**config.mk**
```make
export PLATFORM = sky130hd
export DESIGN_NAME = image_scaler_gen_flat
export DESIGN_NICKNAME = d
export VERILOG_FILES = /design/src/rtl/image_scaler_gen_if.sv /design/src/rtl/image_scaler_gen.sv /design/src/flat_wrapper.sv
export SDC_FILE = /design/constraint.sdc
export NUM_CORES = 1
export LEC_CHECK = 0
export CAP_MARGIN = 20
export CORE_ASPECT_RATIO = 1.4
export CORE_MARGIN = 4
export CORE_UTILIZATION = 52
export CTS_CLUSTER_SIZE = 24
export DETAILED_ROUTE_END_ITERATION = 7
export GPL_TIMING_DRIVEN = 0
export PLACE_DENSITY_LB_ADDON = 0.1
export SLEW_MARGIN = 20
export SYNTH_ARGS = -nofsm -noshare
export SYNTH_HDL_FRONTEND = slang
export SYNTH_SLANG_ARGS = --single-unit
export TNS_END_PERCENT = 1
```
**constraint.sdc**
```tcl
create_clock -name clk -period 16.65 [get_ports clk]
set_input_delay 4.995 -clock clk [delete_from_list [all_inputs] [get_ports clk]]
set_output_delay 4.995 -clock clk [all_outputs]
set_load 0.01 [all_outputs]
```
**src/rtl/image_scaler_gen_if.sv**
```systemverilog
// Output tuple stream of the image scaler: one (source, destination) pixel pair
// per transfer on a valid/ready handshake.
`timescale 1ns/1ps
interface image_scaler_gen_if #(
  parameter int DIM_W  = 10,
  parameter int ADDR_W = 19
);
  logic              out_valid;
  logic              out_ready;
  logic [ADDR_W-1:0] src_addr;
  logic [ADDR_W-1:0] dst_addr;
  logic [DIM_W-1:0]  src_x;
  logic [DIM_W-1:0]  src_y;

  modport master (output out_valid, src_addr, dst_addr, src_x, src_y, input out_ready);
  modport slave  (input out_valid, src_addr, dst_addr, src_x, src_y, output out_ready);
endinterface

```
**src/rtl/image_scaler_gen.sv**
```systemverilog
// Nearest-neighbour down-scaler address generator: walks the destination grid with
// fixed-point accumulators and streams clamped source/destination addresses under credit control.
`timescale 1ns/1ps
module image_scaler_gen #(
  parameter int SRC_W  = 640,
  parameter int SRC_H  = 480,
  parameter int DIM_W  = 10,
  parameter int ADDR_W = 19,
  parameter int FRAC   = 4,
  parameter int STEP_W = 13
) (
  input  logic                clk,
  input  logic                rst_n,
  input  logic                start,
  input  logic [STEP_W-1:0]   step,
  input  logic [DIM_W-1:0]    dst_w,
  input  logic [DIM_W-1:0]    dst_h,
  input  logic [ADDR_W-1:0]   credit_limit,
  input  logic                credit_free,
  image_scaler_gen_if.master  stream,
  output logic                busy,
  output logic                done
);
  localparam int ACC_W = DIM_W + STEP_W;

  typedef enum logic [1:0] {S_IDLE, S_RUN, S_DONE} state_t;

  state_t              state;
  logic [STEP_W-1:0]   step_r;
  logic [DIM_W-1:0]    dst_w_r, dst_h_r;
  logic [ADDR_W-1:0]   limit_r;
  logic [DIM_W-1:0]    dx, dy;
  logic [ACC_W-1:0]    ax, ay;
  logic [ADDR_W-1:0]   outstanding;
  logic [ADDR_W-1:0]   src_addr_r, dst_addr_r;
  logic [DIM_W-1:0]    src_x_r, src_y_r;

  logic                xfer, row_end, last_px, credit_ok, free_ok;
  logic [ACC_W-1:0]    ax_next, ay_next;
  logic [DIM_W-1:0]    sx_next, sy_next;
  logic [ADDR_W-1:0]   sa_next;

  // Round half up on the fractional accumulator, then clamp into the source image.
  function automatic logic [DIM_W-1:0] to_coord(input logic [ACC_W-1:0] acc,
                                                input int unsigned lim);
    logic [ACC_W-1:0] rounded;
    rounded = (acc >> FRAC) + {{(ACC_W-1){1'b0}}, acc[FRAC-1]};
    if (rounded > ACC_W'(lim - 1)) to_coord = DIM_W'(lim - 1);
    else                           to_coord = rounded[DIM_W-1:0];
  endfunction

  assign xfer      = stream.out_valid && stream.out_ready;
  assign row_end   = (dx == dst_w_r - DIM_W'(1));
  assign last_px   = row_end && (dy == dst_h_r - DIM_W'(1));
  assign credit_ok = (limit_r == '0) || (outstanding < limit_r);
  assign free_ok   = credit_free && (outstanding != '0);

  assign stream.out_valid = (state == S_RUN) && credit_ok;
  assign stream.src_addr  = src_addr_r;
  assign stream.dst_addr  = dst_addr_r;
  assign stream.src_x     = src_x_r;
  assign stream.src_y     = src_y_r;

  always_comb begin
    ax_next = row_end ? '0 : ax + ACC_W'(step_r);
    ay_next = row_end ? ay + ACC_W'(step_r) : ay;
    sx_next = to_coord(ax_next, SRC_W);
    sy_next = to_coord(ay_next, SRC_H);
    sa_next = ADDR_W'(sy_next) * ADDR_W'(SRC_W) + ADDR_W'(sx_next);
  end

  always_ff @(posedge clk or negedge rst_n) begin
    if (!rst_n) begin
      state       <= S_IDLE;
      step_r      <= '0;
      dst_w_r     <= '0;
      dst_h_r     <= '0;
      limit_r     <= '0;
      dx          <= '0;
      dy          <= '0;
      ax          <= '0;
      ay          <= '0;
      outstanding <= '0;
      src_addr_r  <= '0;
      dst_addr_r  <= '0;
      src_x_r     <= '0;
      src_y_r     <= '0;
      busy        <= 1'b0;
      done        <= 1'b0;
    end else begin
      // A release coincident with a transfer cancels out; releases at zero are dropped.
      if (xfer && !free_ok)      outstanding <= outstanding + ADDR_W'(1);
      else if (!xfer && free_ok) outstanding <= outstanding - ADDR_W'(1);

      done <= 1'b0;
      case (state)
        S_IDLE: begin
          if (start) begin
            step_r     <= step;
            dst_w_r    <= dst_w;
            dst_h_r    <= dst_h;
            limit_r    <= credit_limit;
            dx         <= '0;
            dy         <= '0;
            ax         <= '0;
            ay         <= '0;
            src_addr_r <= '0;
            dst_addr_r <= '0;
            src_x_r    <= '0;
            src_y_r    <= '0;
            if (dst_w == '0 || dst_h == '0) begin
              state <= S_DONE;
              done  <= 1'b1;
            end else begin
              state <= S_RUN;
              busy  <= 1'b1;
            end
          end
        end
        S_RUN: begin
          if (xfer) begin
            if (last_px) begin
              state <= S_DONE;
              busy  <= 1'b0;
              done  <= 1'b1;
            end else begin
              dx         <= row_end ? '0 : dx + DIM_W'(1);
              dy         <= row_end ? dy + DIM_W'(1) : dy;
              ax         <= ax_next;
              ay         <= ay_next;
              dst_addr_r <= dst_addr_r + ADDR_W'(1);
              src_x_r    <= sx_next;
              src_y_r    <= sy_next;
              src_addr_r <= sa_next;
            end
          end
        end
        S_DONE:  state <= S_IDLE;
        default: state <= S_IDLE;
      endcase
    end
  end
endmodule

```
**src/flat_wrapper.sv**
```systemverilog
// flat-port wrapper written by rule: the top's interface ports become plain ports
module image_scaler_gen_flat 
#(
  parameter int SRC_W  = 640,
  parameter int SRC_H  = 480,
  parameter int DIM_W  = 10,
  parameter int ADDR_W = 19,
  parameter int FRAC   = 4,
  parameter int STEP_W = 13
)
  (clk, rst_n, start, step, dst_w, dst_h, credit_limit, credit_free, busy, done, stream_out_valid, stream_src_addr, stream_dst_addr, stream_src_x, stream_src_y, stream_out_ready);
  image_scaler_gen_if #(.DIM_W(DIM_W), .ADDR_W(ADDR_W)) stream_i ();
  input  logic clk;
  input  logic rst_n;
  input  logic start;
  input  logic [STEP_W-1:0] step;
  input  logic [DIM_W-1:0] dst_w;
  input  logic [DIM_W-1:0] dst_h;
  input  logic [ADDR_W-1:0] credit_limit;
  input  logic credit_free;
  output logic busy;
  output logic done;
  output wire logic [$bits(stream_i.out_valid)-1:0] stream_out_valid;
  output wire logic [$bits(stream_i.src_addr)-1:0] stream_src_addr;
  output wire logic [$bits(stream_i.dst_addr)-1:0] stream_dst_addr;
  output wire logic [$bits(stream_i.src_x)-1:0] stream_src_x;
  output wire logic [$bits(stream_i.src_y)-1:0] stream_src_y;
  input wire logic [$bits(stream_i.out_ready)-1:0] stream_out_ready;
  assign stream_out_valid = stream_i.out_valid;
  assign stream_src_addr = stream_i.src_addr;
  assign stream_dst_addr = stream_i.dst_addr;
  assign stream_src_x = stream_i.src_x;
  assign stream_src_y = stream_i.src_y;
  assign stream_i.out_ready = stream_out_ready;
  image_scaler_gen #(.SRC_W(SRC_W), .SRC_H(SRC_H), .DIM_W(DIM_W), .ADDR_W(ADDR_W), .FRAC(FRAC), .STEP_W(STEP_W)) u_core (.clk(clk), .rst_n(rst_n), .start(start), .step(step), .dst_w(dst_w), .dst_h(dst_h), .credit_limit(credit_limit), .credit_free(credit_free), .stream(stream_i), .busy(busy), .done(done));
endmodule
```
## Yosys cells after proc, flatten, opt, wreduce, memory -nomap -nowiden

Index checks and enable logic that the tools add are counted.
W data, S select, Z words.

| word-level totals | value |
|---|---|
| logic and storage cells | 114 |
| input bits | 57 |
| flip-flop bits (word level) | 199 |
| output and inout bits | 61 |

| operators by class | value |
|---|---|
| $add $sub $neg | 12 |
| $lt $le $gt $ge | 3 |
| equality and inequality tests | 9 |
| muxes and demuxes | 50 |
| multiply operators | 1 |
| reductions and logical operators | 22 |

Operator list:

| operator | count |
|---|---|
| $mux W23 | 7 |
| $mux W19 | 7 |
| $mux W10 | 13 |
| $pmux W23 S2 | 2 |
| $pmux W10 S2 | 4 |
| $pmux W19 S2 | 2 |
| $add A23 B13 Y23 | 2 |
| $add A19 B1 Y20 | 2 |
| $add A19 B1 Y19 const B | 2 |
| $gt A23 B10 Y1 const B | 1 |
| $gt A23 B9 Y1 const B | 1 |
| $add A10 B1 Y10 const B | 2 |
| $eq A10 B10 Y1 | 2 |
| $logic_not A10 Y1 | 2 |
| $sub A10 B1 Y10 const B | 2 |
| $add A19 B10 Y19 | 1 |
| $logic_not A19 Y1 | 1 |
| $lt A19 B19 Y1 | 1 |
| $reduce_bool A19 Y1 | 1 |
| $sub A19 B1 Y19 const B | 1 |
| $mul A10 B3 Y12 const B | 1 |
| $reduce_and A5 Y1 | 2 |
| $mux W1 | 8 |
| $mux W2 | 4 |
| other kinds (13) | 26 |

## Depth between registers and ports, before layout

| logic depth | value |
|---|---|
| depth in word-level cells | 11 |
| mapped depth | 38 |
| depth with buffers taken out | 33 |

## Worst setup path after synthesis

No wires, ideal clock.

| path | value |
|---|---|
| path kind | in2reg |
| start | input stream_out_ready |
| end | register u_core.outstanding[17] |
| arrival time | 8.548 ns |
| library setup time | 0.123 ns |
| path slack | 7.978 ns |
| stages | 17 |
| path through | o211ai_1 -> clkinv_1 -> ha_1 -> inv_1 -> ha_1 -> a21o_1 -> a21oi_1 -> o21bai_1 -> a21oi_1 -> nor2b_1 -> o21a_1 -> o31a_1 -> o41ai_1 -> o21ai_0 -> o211a_1 -> mux2i_1 -> nand2_1 |

| on the way | value |
|---|---|
| cells in the longest elaborated chain, start to end | 4 |
| elaborated cells between the ends (all ways) | 6 |
| classes of those cells | 1 x mux; 5 x reduce/logical |

Ends and longest elaborated chain:

| item | RTL line | text |
|---|---|---|
| start, declared | flat_wrapper.sv:28 | `input wire logic [$bits(stream_i.out_ready)-1:0] stream_out_ready;` |
| $logic_and A1 B1 Y1 * | image_scaler_gen.sv:52 | `assign xfer = stream.out_valid && stream.out_ready;` |
| $logic_not A1 Y1 | image_scaler_gen.sv:93 | `else if (!xfer && free_ok) outstanding <= outstanding - ADDR_W'(1);` |
| $logic_and A1 B1 Y1 | image_scaler_gen.sv:93 |  |
| $reduce_bool A2 Y1 (no source line) | - |  |
| end signal, assigned | image_scaler_gen.sv:92 | `if (xfer && !free_ok) outstanding <= outstanding + ADDR_W'(1);` |
| end signal, assigned | image_scaler_gen.sv:93 |  |
| end, declared | image_scaler_gen.sv:34 | `logic [ADDR_W-1:0] outstanding;` |

Every way passes the cells marked *; elsewhere a longest branch is shown, timed or not.
A chain may end at the register's enable or synchronous reset.

## Worst setup path in the final report

Ends and elaborated chain as after synthesis.

==> reports/results.ini <==
[final_layout]
area_growth_pct=16.3
fin_nets=1892
fillCellCount=2318
drive_above_1_share_pct=4.05
utilization_pct=61.5
num_antenna_cells=0
design_area_um2=15700

[synth]
syn_avg_cell_area_um2=8.39
synth_warnings=0
syn-cell-area_um2=13500
netlist_top_cells_count=nand2_1, dfrtp_1, o21ai_0
synth-edff-count=0
synth_area_leader_cell=dfrtp_1
yosysMostFrequentCell=nand2_1
synth_nets=1754
synthArstFlopShare_pct=100
synth_flop_cell=dfrtp_1
ys_seq_area_share_pct=35.7
synth_area_leaders=dfrtp_1, ha_1, nand2_1
synth_cell_types=78
ys_ff_latch=192
yosysTopAreaCellShare_pct=35.7
netlist_instances=1604

[grt]
grt_pass1_vias=12300
use_met1_pct=34.8
grt_pass1_wl_um=62900
grt_use_total_pct=27.9
grt_antenna_before_repair=0
grt_use_met3_pct=3.60
grt_overflow=0
use_met2_pct=48.0
grt_max_degree=95
grt_busiest_layer=met2

[clock_network]
cts_setup_buffers=0
clock-root-buffer=clkbuf_16
holdBufCountCts=0
clock_latency_ns=0.45
h-tree-depth=4
path_clk_slew_ns=0.08
cts_tree=built
cts_resized=0
clock-sinks=192
numCtsBuffers=17
clock_path_buffers=2

[routing]
wl_um=39200
vias=12500
drcViolationCount=0
vias_per_cell=6.04
ant_nets=0
dr.pass1.iters=5
wl_per_cell_um=18.9
drtIter0Drc=953

[min_path]
hp-start=u_core.stream.src_addr[15]
min_path_cells=2
min_to=u_core.stream.src_addr[15]
hold_path.class=reg2reg

[sta]
min_period_ns=9.75
drv_slew=0
hold_violations=0
tightest_slew_ns=1.00
relSlewSlack_pct=32.5
fin_crit_sh_pct=58.6
rsz0062_at_grt=false
setup_viol=0
tns_ns=0
fmax_mhz=103
clock_skew_ns=0.0112

[placement]
dpl.hpwl_um=30100
portBuffers=117
dpl-instance-area_um2=15100
routabilityCongestion=0.946

[flow_run]
maxCapViolations=0

[setup_path]
r2r_start=u_core.dst_w_r[0]
rr_worst_depth=37
rrSetupSlack_ns=7.22
endpoint_kind=flip-flop
crit_arrival_ns=10.10
worstPathRequired_ns=16.99
cp_max_fo=18
path_class=in2reg
reg2reg_to=u_core.stream.src_addr[18]
start_kind=primary input

[run_status]
run_status=complete, no violations

[die]
num_rows=69
die_y_um=198
io-pin-count=118
core_um2=25500
start_util_pct=52.8
die_x_um=144
die_area_um2=28600

[power_and_ir_drop]
p_leak_nw=6.93
power_density_nw_per_um2=157
vdd_ir_drop_max_mv=0.110

cell type report:
cell class / count / area (µm²) / share of cell area (%)
clock buffer: 21 / 450 / 2.88
buffer: 75 / 314 / 2.01
clock inverter: 11 / 106 / 0.679
timing repair buffer: 119 / 1230 / 7.87
tap: 319 / 399 / 2.55
sequential: 192 / 4800 / 30.7
multi-input combinational: 1273 / 8110 / 51.8
inverter: 64 / 240 / 1.53
cells by family (layout without fill, tap and decap cells):
family | after synthesis | after routing | synth area share, %
and+or+nand+nor | 654 | 654 | 23.6
AOI/OAI and AO/OA | 390 | 390 | 18.7
DFF | 192 | 192 | 35.7
buffers and inverters | 139 | 290 | 4.12
xor gates and xnor gates | 118 | 118 | 7.68
adders and majority gates | 93 | 93 | 8.92
muxes | 17 | 17 | 1.30
other | 1 | 1 | 0.0279
per-layer routing:
layer	wire (µm)	vias up
met3	1960	91
met2	19800	384
li1	-	6028
met5	0	-
met4	1610	0
met1	15900	6024
per-stage QoR:
step	hold slack, ns	setup WS, ns	total power, mW	instances
3_3_place_gp	0.456	2.23	2.00	2040
3_5_place_dp	0.465	6.47	2.04	2042
5_1_grt	0.496	6.51	2.65	2074
6_report	0.478	6.90	2.45	2074
4_1_cts	0.482	6.95	2.44	2074
2_1_floorplan	0.439	7.98	1.62	1604
cells in the final DEF (no fill, tap or decap), drive strengths merged, types with 13 or more instances in the layout:
master	n
nand2	284
dfrtp	192
o21ai	118
clkdlybuf4s50	116
nor2	94
ha	88
a21oi	84
clkbuf	79
inv	66
nand3	61
xor2	59
xnor2	59
nand4	38
nor4	29
o31ai	28
and3	27
nor3	26
a21o	21
buf	20
a31oi	17
o21bai	16
and2	14
mux2i	13
nor2b	13
critical path, cell delays in order:
cell and delay, ns:
clkdlybuf4s50_1 0.44, o211ai_1 0.21, clkinv_1 0.50, ha_1 0.41
inv_1 0.49, ha_1 0.35, a21o_1 0.17, a21oi_1 0.22
o21bai_1 0.09, a21oi_1 0.23, nor2b_1 0.07, o21a_1 0.18
o31a_1 0.27, o41ai_1 0.64, o21ai_0 0.32, o211a_1 0.31
mux2i_1 0.14, nand2_1 0.06
sequential cells by signal, summed over array words and instances (netlist names), 2 cells and up:
| name | cells |
|---|---|
| u_core.dst_w_r | 10 |
| u_core.stream.src_x | 10 |
| u_core.stream.dst_addr | 19 |
| u_core.ax | 23 |
| u_core.dx | 10 |
| u_core.ay | 23 |
| u_core.stream.src_addr | 12 |
| u_core.limit_r | 19 |
| u_core.state | 2 |
| u_core.step_r | 13 |
| u_core.dy | 10 |
| u_core.outstanding | 19 |
| u_core.stream.src_y | 10 |
| u_core.dst_h_r | 10 |
worst max-delay path by stage:
stage,to,start,cells past startpoint
after detailed placement,u_core.outstanding[17],stream_out_ready,18
after CTS,u_core.outstanding[17],stream_out_ready,18
after floorplan,u_core.outstanding[17],stream_out_ready,17
after global routing,u_core.outstanding[17],stream_out_ready,18
after global placement,u_core.stream.dst_addr[5],rst_n,1
final,u_core.outstanding[17],stream_out_ready,18
power breakdown:
group          total [mW]  switching, mW  internal [mW]  leakage [nW]
clock               0.406          0.194          0.212         0.270
sequential          0.740          0.136          0.603          2.45
combinational        1.31          0.770          0.536          4.21
(Power assumes the default switching activity.)
==> RTL change 1: new RTL, config.mk and constraints unchanged <==
The 3 states of `state_t` get a one-hot encoding in 3 bits.
--- a/src/rtl/image_scaler_gen.sv
+++ b/src/rtl/image_scaler_gen.sv
@@ -25,3 +25,3 @@
 
-  typedef enum logic [1:0] {S_IDLE, S_RUN, S_DONE} state_t;
+  typedef enum logic [2:0] {S_IDLE = 3'b001, S_RUN = 3'b010, S_DONE = 3'b100} state_t;
 
Behaviour: same outputs for any inputs over 4 cycles, from zero or initial values and one cycle with rst_n low; so few cycles prove little.
==> RTL change 1 against the unedited design <==
  * Via count decreased by 2.4%
  * Worst setup slack got worse by 0.22 ns
  * Wire length decreased by 1.1%
  * Area after synthesis increased by 0.53%
  * Total power decreased by 6.3%
  * Sequential cell count increased by 1
  * Sequential power decreased by 4.5%
  * Design area increased by 0.46%
  * Critical path type unchanged
  * Highest routed layer unchanged
==> RTL change 1: results (changes against the unedited design) <==
INFO  metric largest_delay_share_family_worst_path = compound AO/OA/AOI/OAI gates
INFO  metric dpl.cell_count = 2037 (-0.24%)
INFO  metric cp.arrival = 10.31 ns (+0.21 ns)
INFO  metric launching_point_of_the_worst_reg2reg_path = u_core.dst_w_r[4]
INFO  metric detailedRoute.firstPassIterationCount = 6 (+1)
INFO  metric place_area = 15200 um2 (+0.47%)
INFO  metric routed-via-count = 12222 (-2.4%)
INFO  metric max-vdd-ir-drop = 99.2 uV (-10%)
INFO  metric max_stage_delay = 0.66 ns (+0.02 ns)
INFO  metric internal_power = 0.00127 W (-6.1%)
INFO  metric worst_r2r_path_depth = 35 (-5.4%)
INFO  metric ys_seq_area_share = 35.7% (about the same)
INFO  metric insertion_delay = 0.45 ns (about the same)
INFO  metric slew_headroom = 25.8% (-6.7 points)
INFO  metric async_reset_ff_share = 100% (unchanged)
INFO  metric detailedRoute.firstIterationViolations = 813 (-15%)
INFO  metric syn_area_per_cell = 8.46 um2 (+0.84%)
INFO  metric gp_congestion = 0.943 (-0.24%)
INFO  metric critical_path.endpoint = u_core.outstanding[17]
INFO  metric p_seq_share = 30.8% (+0.6 points)
INFO  metric maximum_clock_skew_at_final_layout = 0.0116 ns (+0.000486 ns)
INFO  metric hold_path.class = reg2reg
INFO  metric crit_path_top_delay_cell = o41ai_1
INFO  metric power.leakage = 6.90 nW (-0.36%)
INFO  metric syn_nets = 1749 (-0.29%)
INFO  metric drive_gt1_share = 4.69% (+0.64 points)
INFO  metric cp_max_fo = 18 (unchanged)
INFO  metric netlist_top_cells_area = dfrtp_1 (36%), ha_1 (8.1%), nand2_1 (6.7%), xnor2_1 (5.2%), o21ai_0 (4.9%)
INFO  metric critical_register_to_register_path_endpoint = u_core.stream.src_addr[18]
INFO  metric run_status = complete, no violations
INFO  metric design.final.nets = 1887 (-0.26%)
INFO  metric grt_max_degree = 97 (+2.1%)
INFO  metric detailed_placement_hpwl = 29.8 mm (-1.2%)
INFO  metric timing.reg2reg.setup_slack = 7.47 ns (+0.25 ns)
INFO  metric power_frac_clock = 17.8% (+1.2 points)
INFO  metric routed_wl = 38.8 mm (-1.1%)
INFO  metric synthDistinctLibCells = 89 (+14%)
INFO  metric grtUsageTotal = 27.6% (-0.28 points)
INFO  metric synth.top_cells.by_count = nand2_1 (242), dfrtp_1 (192), o21ai_0 (132)
INFO  metric timing.hold.worst_endpoint = u_core.stream.src_x[8]
INFO  metric grt_first_pass_wirelength = 62.7 mm (-0.32%)
INFO  metric clock_tree.root_cell = clkbuf_16
INFO  metric filler_cell_count = 2264 (-2.3%)
INFO  metric finish.cell_count_without_fillers = 2069 (-0.24%)
INFO  metric min-delay-start = u_core.stream.src_x[8]
[RTL change 1: cell types whose count changed in the layout (fill, tap and decap cells not counted), sizes merged, moves of 9 or more]
cell / before / now
nand3: 61 / 79
nor3: 26 / 42
xor2: 59 / 46
nand4: 38 / 22
and3: 27 / 18
nor2: 94 / 106
nand2: 284 / 243
o21ai: 118 / 135
xnor2: 59 / 80
a21oi: 84 / 70
[RTL change 1: final cells by class]
cell class                      instances  area (um2)  area share [%]
Timing Repair Buffer                  119        1230            7.83
Sequential cell                       193        4830            30.7
Buffer                                 79         354            2.25
Multi-Input combinational cell       1265        8110            51.6
Clock buffer                           21         460            2.93
Tap cell                              319         399            2.54
Clock inverter                         11         104           0.660
Inverter                               62         233            1.48
[RTL change 1: kinds of logic after synthesis]
| family | count (synthesis) | share of synthesized area (%) |
|---|---|---|
| flops | 193 | 35.7 |
| fa+ha+maj | 93 | 8.88 |
| other cells | 1 | 0.0277 |
| buf+inv | 141 | 4.34 |
| xor+xnor | 126 | 8.16 |
| compound gates | 374 | 17.7 |
| mux | 15 | 1.16 |
| simple gates | 656 | 24.1 |
[RTL change 1: layer usage]
metal | vias up | part of all wire, % | GRT usage (%)
met3 | 85 | 4.0 | 3.34
met5 | - | 0 | 0
met1 | 5841 | 41 | 33.6
li1 | 6000 | - | -
met4 | 0 | 4.1 | 11.7
met2 | 296 | 51 | 48.7
[RTL change 1: metrics by stage]
| stage | hold WS [ns] | power (W) | setup slack (ns) |
|---|---|---|---|
| 5_1_grt | 0.515 | 0.00248 | 6.35 |
| 4_1_cts | 0.486 | 0.00230 | 6.77 |
| 2_1_floorplan | 0.450 | 0.00152 | 7.98 |
| 6_report | 0.484 | 0.00230 | 6.67 |
| 3_3_place_gp | 0.467 | 0.00186 | 2.23 |
| 3_5_place_dp | 0.470 | 0.00188 | 6.31 |
==> RTL change 2: new RTL, same settings <==
Made on the original files. `SRC_H` is set to 480 in 2 places; all go to 240.
--- a/src/rtl/image_scaler_gen.sv
+++ b/src/rtl/image_scaler_gen.sv
@@ -5,3 +5,3 @@
   parameter int SRC_W  = 640,
-  parameter int SRC_H  = 480,
+  parameter int SRC_H  = 240,
   parameter int DIM_W  = 10,
--- a/src/flat_wrapper.sv
+++ b/src/flat_wrapper.sv
@@ -4,3 +4,3 @@
   parameter int SRC_W  = 640,
-  parameter int SRC_H  = 480,
+  parameter int SRC_H  = 240,
   parameter int DIM_W  = 10,
Formal check against the unedited RTL: not equivalent (a bounded check fails within 4 cycles, from zero or initial values and one cycle with rst_n low).
==> RTL change 2 against the unedited design <==
  * Area after synthesis is 0.59% higher
  * Combinational power grew 8%
  * Design area is 0.82% higher
  * Total power rose by 5.4%
  * Wire length rose by 4.8%
  * Highest routed layer unchanged
  * Largest cell class unchanged
  * Cell count up 1.0%
  * Worst setup slack better by 0.067 ns
  * Via count up 2.3%
  * Utilization increased by 0.30 points
  * Maximum frequency increased by 0.69%
  * Non-clock buffer count rose by 4
  * Sequential cell count did not move
  * Clock power increased by 5.4%
==> RTL change 2: results (changes against the unedited design) <==
INFO  metric run_status = complete, no violations
INFO  metric detail_route.wirelength.met1 = 16.1 mm (+0.97%)
INFO  metric routed-wl-met3 = 1.83 mm (-6.9%)
INFO  metric max-vdd-ir-drop = 87.5 uV (-21%)
INFO  metric grt.met1_usage = 33.0% (-1.8 points)
INFO  metric detailed_placement_hpwl = 31.6 mm (+5.0%)
INFO  metric grt_first_pass_wirelength = 64.7 mm (+2.8%)
INFO  metric origin_of_the_worst_setup_path = stream_out_ready
INFO  metric synthesis.instances = 1623 (+1.2%)
INFO  metric gr-usage-met3 = 3.49% (-0.11 points)
INFO  metric timing.reg2reg.setup_slack = 7.64 ns (+0.42 ns)
INFO  metric synth.top_cells.by_count = nand2_1 (264), dfrtp_1 (192), o21ai_0 (134)
INFO  metric combPwrFrac = 54.8% (+1.5 points)
INFO  metric worst_r2r_path_depth = 32 (-14%)
INFO  metric max_stage_delay = 0.67 ns (+0.03 ns)
INFO  metric filler_cell_count = 2310 (-0.35%)
INFO  metric vias_per_cell = 6.12 (+1.2%)
INFO  metric first_global_vias = 12429 (+1.5%)
INFO  metric ys_seq_area_share = 35.5% (-0.21 points)
INFO  metric wl_met2 = 20.8 mm (+5.4%)
INFO  metric detailedRoute.firstPassIterationCount = 6 (+1)
INFO  metric synthDistinctLibCells = 81 (+3.8%)
INFO  metric grtUsageTotal = 28.7% (+0.80 points)
INFO  metric maximum_clock_skew_at_final_layout = 0.00899 ns (-0.00218 ns)
INFO  metric gp_congestion = 0.965 (+2.1%)
INFO  metric routedWlPerCell = 19.6 um (+3.8%)
INFO  metric critical_register_to_register_path_endpoint = u_core.stream.src_addr[17]
INFO  metric power.leakage = 6.81 nW (-1.6%)
INFO  metric routed-via-count = 12812 (+2.3%)
INFO  metric launching_point_of_the_worst_reg2reg_path = u_core.dx[6]
INFO  metric design.final.nets = 1910 (+0.95%)
INFO  metric netlist_top_cells_area = dfrtp_1 (35%), ha_1 (7.9%), nand2_1 (7.3%), o21ai_0 (5.0%), xnor2_1 (4.4%)
INFO  metric detailedRoute.firstIterationViolations = 917 (-3.8%)
INFO  metric worst_pin_slew = 1.10 ns (+0.104 ns)
INFO  metric p_seq_share = 28.6% (-1.6 points)
INFO  metric cp_max_fo = 18 (unchanged)
INFO  metric grt_max_degree = 88 (-7.4%)
[RTL change 2: how the worst min path moves through the flow]
stage	startpoint	end	slack, ns	cells past startpoint
after floorplan	u_core.state[1]	u_core.state[0]	0.44	1
after global placement	u_core.state[1]	u_core.state[0]	0.45	1
after detailed placement	u_core.stream.src_addr[13]	u_core.stream.src_addr[13]	0.47	2
after CTS	u_core.stream.src_addr[13]	u_core.stream.src_addr[13]	0.48	2
after global routing	u_core.stream.src_addr[17]	u_core.stream.src_addr[17]	0.50	2
final	u_core.stream.src_addr[13]	u_core.stream.src_addr[13]	0.48	2
[RTL change 2: final cells by class]
class,instances,area share (%)
Multi-Input combinational cell,1290,51.8
Sequential cell,192,30.4
Timing Repair Buffer,119,7.80
Clock buffer,20,2.83
Tap cell,319,2.53
Buffer,79,2.10
Inverter,64,1.52
Clock inverter,12,0.951
[RTL change 2: per-stage QoR]
stage	hold WS [ns]	power, W	setup WS (ns)	instance area, um2
detailed placement	0.466	0.00215	6.49	15200
global route	0.496	0.00279	6.66	15800
CTS	0.483	0.00258	6.95	15800
finish	0.476	0.00258	6.96	15800
global placement	0.454	0.00211	2.39	15100
floorplan	0.439	0.00169	8.03	13500
[RTL change 2: cells by family (layout without fill, tap and decap cells)]
| family | count (synthesis) | count (layout) | share of synthesized area [%] |
|---|---|---|---|
| buffers and inverters | 143 | 294 | 4.22 |
| AND/OR/NAND/NOR | 649 | 649 | 23.3 |
| XOR/XNOR | 120 | 120 | 7.87 |
| adder cells (fa/ha/maj) | 90 | 90 | 8.59 |
| AO/OA/AOI/OAI | 414 | 414 | 19.5 |
| multiplexers | 14 | 14 | 1.06 |
| flip-flops | 192 | 192 | 35.5 |
| other | 1 | 3 | 0.0277 |
